`src/rtl/spectro_frame_engine.sv`:
```
// spectro_frame_engine
// Counts rising edges on N_CH asynchronous channel inputs over a frame. A frame closes
// after FRAME_TICKS tick strobes or as soon as any channel count saturates. On close the
// counts (plus the tick count as word 0) are snapshotted into a shadow shift register and
// the live counters restart in the same edge, so counting never pauses. The snapshot is
// streamed MSB-first, word 0 first, over a bit-serial valid/ready link.

module spectro_frame_engine #(
   parameter int N_CH        = 15,
   parameter int CNT_W       = 12,
   parameter int FRAME_TICKS = 1000,
   parameter int DROP_W      = 8
) (
   input  logic              clk,
   input  logic              reset,
   input  logic [N_CH-1:0]   ch_in,
   input  logic              tick,
   output logic              ser_data,
   output logic              ser_valid,
   input  logic              ser_ready,
   output logic              ser_sof,
   output logic              ser_eow,
   output logic [1:0]        frame_cause,
   output logic              busy,
   output logic [DROP_W-1:0] drop_cnt
);

   // Frame geometry: word 0 is the tick count, words 1..N_CH are the channel counts.
   localparam int N_WORDS    = N_CH + 1;
   localparam int FRAME_W    = N_WORDS * CNT_W;
   localparam int WORD_IDX_W = $clog2(N_WORDS);
   localparam int BIT_IDX_W  = (CNT_W > 1) ? $clog2(CNT_W) : 1;

   localparam logic [CNT_W-1:0]      CNT_MAX   = '1;
   localparam logic [CNT_W-1:0]      TICK_LAST = CNT_W'(FRAME_TICKS - 1);
   localparam logic [DROP_W-1:0]     DROP_MAX  = '1;
   localparam logic [WORD_IDX_W-1:0] LAST_WORD = WORD_IDX_W'(N_CH);
   localparam logic [BIT_IDX_W-1:0]  LAST_BIT  = BIT_IDX_W'(CNT_W - 1);

   // Streaming state machine: IDLE means the shadow bank is free.
   localparam logic [0:0] ST_IDLE  = 1'b0;
   localparam logic [0:0] ST_SHIFT = 1'b1;

   logic [0:0]            state;
   logic [N_CH-1:0]       sync1;
   logic [N_CH-1:0]       sync2;
   logic [N_CH-1:0]       sync3;
   logic [N_CH-1:0]       rise;
   logic [CNT_W-1:0]      live_cnt [N_CH];
   logic [CNT_W-1:0]      live_nxt [N_CH];
   logic [CNT_W-1:0]      tick_cnt;
   logic [CNT_W-1:0]      tick_nxt;
   logic                  sat_close;
   logic                  period_close;
   logic                  close;
   logic [FRAME_W-1:0]    snap_vec;
   logic [FRAME_W-1:0]    shreg;
   logic [WORD_IDX_W-1:0] word_idx;
   logic [BIT_IDX_W-1:0]  bit_idx;

   // Two-flop synchronizer plus one history flop per channel for edge detection.
   always_ff @(posedge clk) begin
      if (reset) begin
         sync1 <= '0;
         sync2 <= '0;
         sync3 <= '0;
      end else begin
         sync1 <= ch_in;
         sync2 <= sync1;
         sync3 <= sync2;
      end
   end

   assign rise = sync2 & ~sync3;

   // Next live counts including this cycle's edges; a count that reaches max triggers a close.
   always_comb begin
      sat_close = 1'b0;
      for (int i = 0; i < N_CH; i++) begin
         live_nxt[i] = live_cnt[i];
         if (rise[i] && (live_cnt[i] != CNT_MAX)) begin
            live_nxt[i] = live_cnt[i] + 1'b1;
         end
         if (live_nxt[i] == CNT_MAX) begin
            sat_close = 1'b1;
         end
      end
   end

   // Tick count including the current strobe; the period closes on the FRAME_TICKS-th tick.
   always_comb begin
      tick_nxt = tick_cnt;
      if (tick && (tick_cnt != CNT_MAX)) begin
         tick_nxt = tick_cnt + 1'b1;
      end
      period_close = tick && (tick_cnt == TICK_LAST);
   end

   assign close = sat_close | period_close;

   // Snapshot image laid out so that shifting left emits word 0 MSB first, then word 1, etc.
   always_comb begin
      snap_vec = '0;
      snap_vec[FRAME_W-1 -: CNT_W] = tick_nxt;
      for (int i = 0; i < N_CH; i++) begin
         snap_vec[(N_CH-1-i)*CNT_W +: CNT_W] = live_nxt[i];
      end
   end

   // Live counters restart on every close, whether or not the frame was captured.
   always_ff @(posedge clk) begin
      if (reset) begin
         for (int i = 0; i < N_CH; i++) begin
            live_cnt[i] <= '0;
         end
         tick_cnt <= '0;
      end else if (close) begin
         for (int i = 0; i < N_CH; i++) begin
            live_cnt[i] <= '0;
         end
         tick_cnt <= '0;
      end else begin
         for (int i = 0; i < N_CH; i++) begin
            live_cnt[i] <= live_nxt[i];
         end
         tick_cnt <= tick_nxt;
      end
   end

   // Capture a closed frame when the bank is free, then shift it out one accepted bit at a time.
   always_ff @(posedge clk) begin
      if (reset) begin
         state       <= ST_IDLE;
         shreg       <= '0;
         word_idx    <= '0;
         bit_idx     <= '0;
         frame_cause <= 2'b00;
      end else begin
         case (state)
            ST_IDLE: begin
               if (close) begin
                  state       <= ST_SHIFT;
                  shreg       <= snap_vec;
                  frame_cause <= {sat_close, period_close};
                  word_idx    <= '0;
                  bit_idx     <= '0;
               end
            end
            ST_SHIFT: begin
               if (ser_ready) begin
                  shreg <= shreg << 1;
                  if (bit_idx == LAST_BIT) begin
                     bit_idx <= '0;
                     if (word_idx == LAST_WORD) begin
                        state    <= ST_IDLE;
                        word_idx <= '0;
                     end else begin
                        word_idx <= word_idx + 1'b1;
                     end
                  end else begin
                     bit_idx <= bit_idx + 1'b1;
                  end
               end
            end
            default: begin
               state <= ST_IDLE;
            end
         endcase
      end
   end

   // Frames that close while the bank is still streaming are lost; count them, saturating.
   always_ff @(posedge clk) begin
      if (reset) begin
         drop_cnt <= '0;
      end else if (close && (state == ST_SHIFT) && (drop_cnt != DROP_MAX)) begin
         drop_cnt <= drop_cnt + 1'b1;
      end
   end

   assign ser_valid = (state == ST_SHIFT);
   assign busy      = (state == ST_SHIFT);
   assign ser_data  = ser_valid & shreg[FRAME_W-1];
   assign ser_sof   = ser_valid && (word_idx == '0) && (bit_idx == '0);
   assign ser_eow   = ser_valid && (bit_idx == LAST_BIT);

endmodule
```
`config.mk`:
```
export PLATFORM = sky130hd
export DESIGN_NAME = spectro_frame_engine
export DESIGN_NICKNAME = d
export VERILOG_FILES = /design/src/rtl/spectro_frame_engine.sv
export SDC_FILE = /design/constraint.sdc
export NUM_CORES = 1
export LEC_CHECK = 0
export BUFFER_PORTS_ARGS = -buffer_cell sky130_fd_sc_hd__buf_2
export CAP_MARGIN = 20
export CORE_AREA = 2 2 228 230
export DETAILED_ROUTE_END_ITERATION = 16
export DIE_AREA = 0 0 230 232
export PLACE_DENSITY_LB_ADDON = 0.08
export REMOVE_ABC_BUFFERS = 1
export SKIP_CTS_REPAIR_TIMING = 1
export SYNTH_ARGS = -nofsm -noshare
export SYNTH_HDL_FRONTEND = slang
export SYNTH_SLANG_ARGS = --single-unit
```
`constraint.sdc`:
```
create_clock -name clk -period 3.7 [get_ports clk]
set_clock_uncertainty 0.15 [all_clocks]
set_input_delay 0.37 -clock clk [delete_from_list [all_inputs] [get_ports clk]]
set_output_delay 0.37 -clock clk [all_outputs]
set_load 0.03 [all_outputs]
```
==> flow_summary_export.csv <==
group,metric,value,unit
synth,post_synth_main_area_contributors,"sky130_fd_sc_hd__dfxtp_1 (22%), sky130_fd_sc_hd__edfxtp_1 (20%), sky130_fd_sc_hd__mux2i_1 (11%)",
placed_design,detailed_place.area,29740,um2
cells_and_area,layout_commonest_cell,"sky130_fd_sc_hd__buf_4",
route,routed-via-count,22520,
grt,antenna_found_initial,1,
synth,yosysWarnings,0,
clock_tree,cts.sinks,448,
worst_setup_path,critical_path.endpoint_type,"flop",
route,post_drt_via_cell_ratio,5.649,
synth,postSynthRegisterBits,448,
placed_design,routabilityCongestion,0.9004,
clock_tree,max-clock-path-buffers,3,
clock_tree,cts_root_buffer,"sky130_fd_sc_hd__clkbuf_16",
outcome,violations,"setup timing",
cells_and_area,final_layout_size_suffix_gt1_share,23.51,%
worst_setup_path,worstSetupStartpointType,"flop",
placed_design,place.detailed.hpwl,44220,um
sta,finalSetupViolCount,3,
floorplan,die_y,232,um
route,routed_wire_length_per_instance,16.92,um
worst_setup_path,timing.critical_path.arrival,4.08,ns
route,post-route-drc-count,0,
sta,period_needed,3.741,ns
sta,setup_ws,-0.04137,ns
floorplan,design.die.area,53360,um2
route,detailedRoute.firstPassIterationCount,6,
floorplan,fp-row-count,83,
route,met1Wirelength,30680,um
clock_tree,cts.htree.levels,2,
sta,clock.fmax,267.3,MHz
worst_setup_path,cp_data_required_time,4.04,ns
clock_tree,clock_tree_from_tritoncts,"done",
pwr,p_int,8.976,mW
grt,grt_first_pass_wirelength,107200,um
route,finalWirelength,67450,um
floorplan,ios,34,
pwr,vdd_ir_drop_max,0.3808,mV
synth,syn_area,25090,um2
cells_and_area,mostFrequentLayoutCells,"sky130_fd_sc_hd__buf_4 (474), sky130_fd_sc_hd__nor2_1 (289), sky130_fd_sc_hd__dfxtp_1 (278)",
cells_and_area,area_delta_synth_final,30.23,%
route,routed_wl_met2,32460,um
pwr,p_leak,13.61,nW
pwr,power.net_switching,2.850,mW
pwr,power_frac_seq,45.5,%
pwr,power.share.combinational,9.8,%
synth,synth-main-ff-cell,"sky130_fd_sc_hd__dfxtp_1",
floorplan,start_util,49.31,%
sta,final-hold-violation-count,0,
route,drt-initial-drc-count,1502,
cells_and_area,finish.cell_count_without_fillers,3987,
synth,seq_area_frac_synth,42.44,%
placed_design,place_ws,-0.7477,ns
clock_tree,clkTransAtPathRegs,0.06,ns
grt,number_of_global_route_vias_before_repair,21900,
run,maxCapViolations,0,
grt,overflow,0,
pwr,power_density_over_cell_area,361.9,nW/um2
sta,grt_setup_unrepaired,"yes",
synth,synthDominantCellAreaShare,22.34,%
synth,yosysTopAreaCell,"sky130_fd_sc_hd__dfxtp_1",
synth,synthArstFlopShare,0,%
route,met3_length,2867,um
cells_and_area,final_nets,3301,
worst_setup_path,worst_path_max_fanout,4,
grt,largest_net_degree_at_the_start_of_global_routing,91,
floorplan,floorplan.die.width,230,um
pwr,power.switching_fraction,24.10,%
worst_setup_path,path_class,"flop to flop",
cells_and_area,postLayoutCellArea,32680,um2
clock_tree,insertion_delay,0.62,ns
route,top_layer,"met4",
grt,gr-usage-all-layers,24.01,%
sta,max_transition_margin,49.10,%
floorplan,core_region_area,50890,um2
route,route.antenna.remaining_nets,0,
synth,synth_cells,2651,
placed_design,buffer_ports.inserted,33,
outcome,run_status,"finished, violations left",
sta,finalCritPeriodShare,101.1,%
placed_design,placed_cells_incl_taps,3831,
clock_tree,cts-buffers-inserted,52,
pwr,clock_power_share,44.7,%
sta,timing_max_transition_violations_final,0,
synth,synth_cell_types,87,
worst_hold_path,hp-class,"input port to flop",
synth,synth_area_per_cell,9.465,um2
sta,tightestPinTransition,0.7635,ns
pwr,power.total,11.83,mW
synth,synth_edf_count,168,
==> area by class of cell <==
class	count	area, um2
inverters	53	198.9
flip-flops and latches	448	10660
repair buffers	568	4720
clock buffers	84	1659
well taps	680	850.8
clock inverters	14	135.1
diodes	2	5.005
fillers	4254	18210
multi-input cells	2138	14460
==> path summary, 6_finish.rpt <==
| path | endpoint | cells past startpoint | start | slack (ns) |
|---|---|---|---|---|
| hold reg to reg | sync2[9] | 1 | sync1[9] | 0.28 |
| setup / recovery | drop_cnt[6] | 15 | live_cnt[0][0] | -0.04 |
| setup reg to reg | drop_cnt[6] | 15 | live_cnt[0][0] | -0.04 |
| hold / removal | bit_idx[1] | 3 | ser_ready | 0.12 |
==> worst max-delay path, cell delays in order, from the launching register on <==
cell and delay, ns:
sky130_fd_sc_hd__dfxtp_1 0.36, sky130_fd_sc_hd__ha_1 0.19, sky130_fd_sc_hd__buf_4 0.14, sky130_fd_sc_hd__nand2_1 0.05, sky130_fd_sc_hd__or4_1 0.40, sky130_fd_sc_hd__o311a_1 0.16, sky130_fd_sc_hd__or4_4 0.54, sky130_fd_sc_hd__nor3_4 0.26
sky130_fd_sc_hd__nor4_2 0.11, sky130_fd_sc_hd__buf_4 0.15, sky130_fd_sc_hd__nand2_4 0.10, sky130_fd_sc_hd__nor3b_4 0.06, sky130_fd_sc_hd__buf_12 0.13, sky130_fd_sc_hd__buf_8 0.12, sky130_fd_sc_hd__nor4_2 0.33, sky130_fd_sc_hd__mux2_2 0.37
==> power groups by stage <==
stage / Sequential [mW] / Combinational, mW / Clock [mW]
2_1_floorplan: 5.49 / 0.458 / 0
6_report: 5.38 / 1.16 / 5.29
4_1_cts: 5.38 / 1.07 / 5.40
3_3_place_gp: 5.47 / 1.05 / 0
5_1_grt: 5.40 / 1.26 / 5.59
3_5_place_dp: 5.48 / 1.07 / 0
==> cells by family after synthesis <==
logic type / count (synthesis) / share of synthesized area [%]
xor gates and xnor gates: 89 / 3.106
and+or+nand+nor: 1090 / 23.28
AOI/OAI and AO/OA: 479 / 14.32
other: 1 / 0.01494
adders and majority gates: 21 / 1.047
muxes: 290 / 11.66
DFF: 448 / 42.44
buffers and inverters: 233 / 4.129
==> layer usage <==
metal | vias to the layer above | GRT usage, %
met5 | - | 0
met4 | 0 | 6.794
met3 | 113 | 3.401
met2 | 493 | 41.59
met1 | 10850 | 31.23
li1 | 11060 | -
==> metrics by stage <==
step | util (%) | TNS (ns) | hold slack (ns)
after global routing | 64.21 | -31.49 | 0.08611
final | 64.22 | -0.05353 | 0.1157
after detailed placement | 58.44 | -186.99 | 0.2718
after floorplan | - | -3105.79 | 0.2638
after CTS | 61.96 | -194.17 | -0.2141
after global placement | 58.44 | -176.56 | 0.2679
==> cell usage after synthesis, drive strengths merged (38+ instances only) <==
master and count:
a21oi 113, a311o 74, and2 114, buf 61, clkbuf 119, dfxtp 280, edfxtp 168, inv 52
mux2i 271, nand2 140, nand3 62, nand4 82, nor2 291, nor2b 61, nor3 117, o21ai 38
o22ai 47, xnor2 53
==> state kept, by name, indices dropped and copies added, names as in the netlist, 2 cells and up <==
name         cells
sync1           15
shreg          192
bit_idx          4
frame_cause      2
word_idx         4
sync3           15
live_cnt       180
sync2           15
tick_cnt        12
drop_cnt         8
No activity file was read; power rests on OpenSTA's default activity.
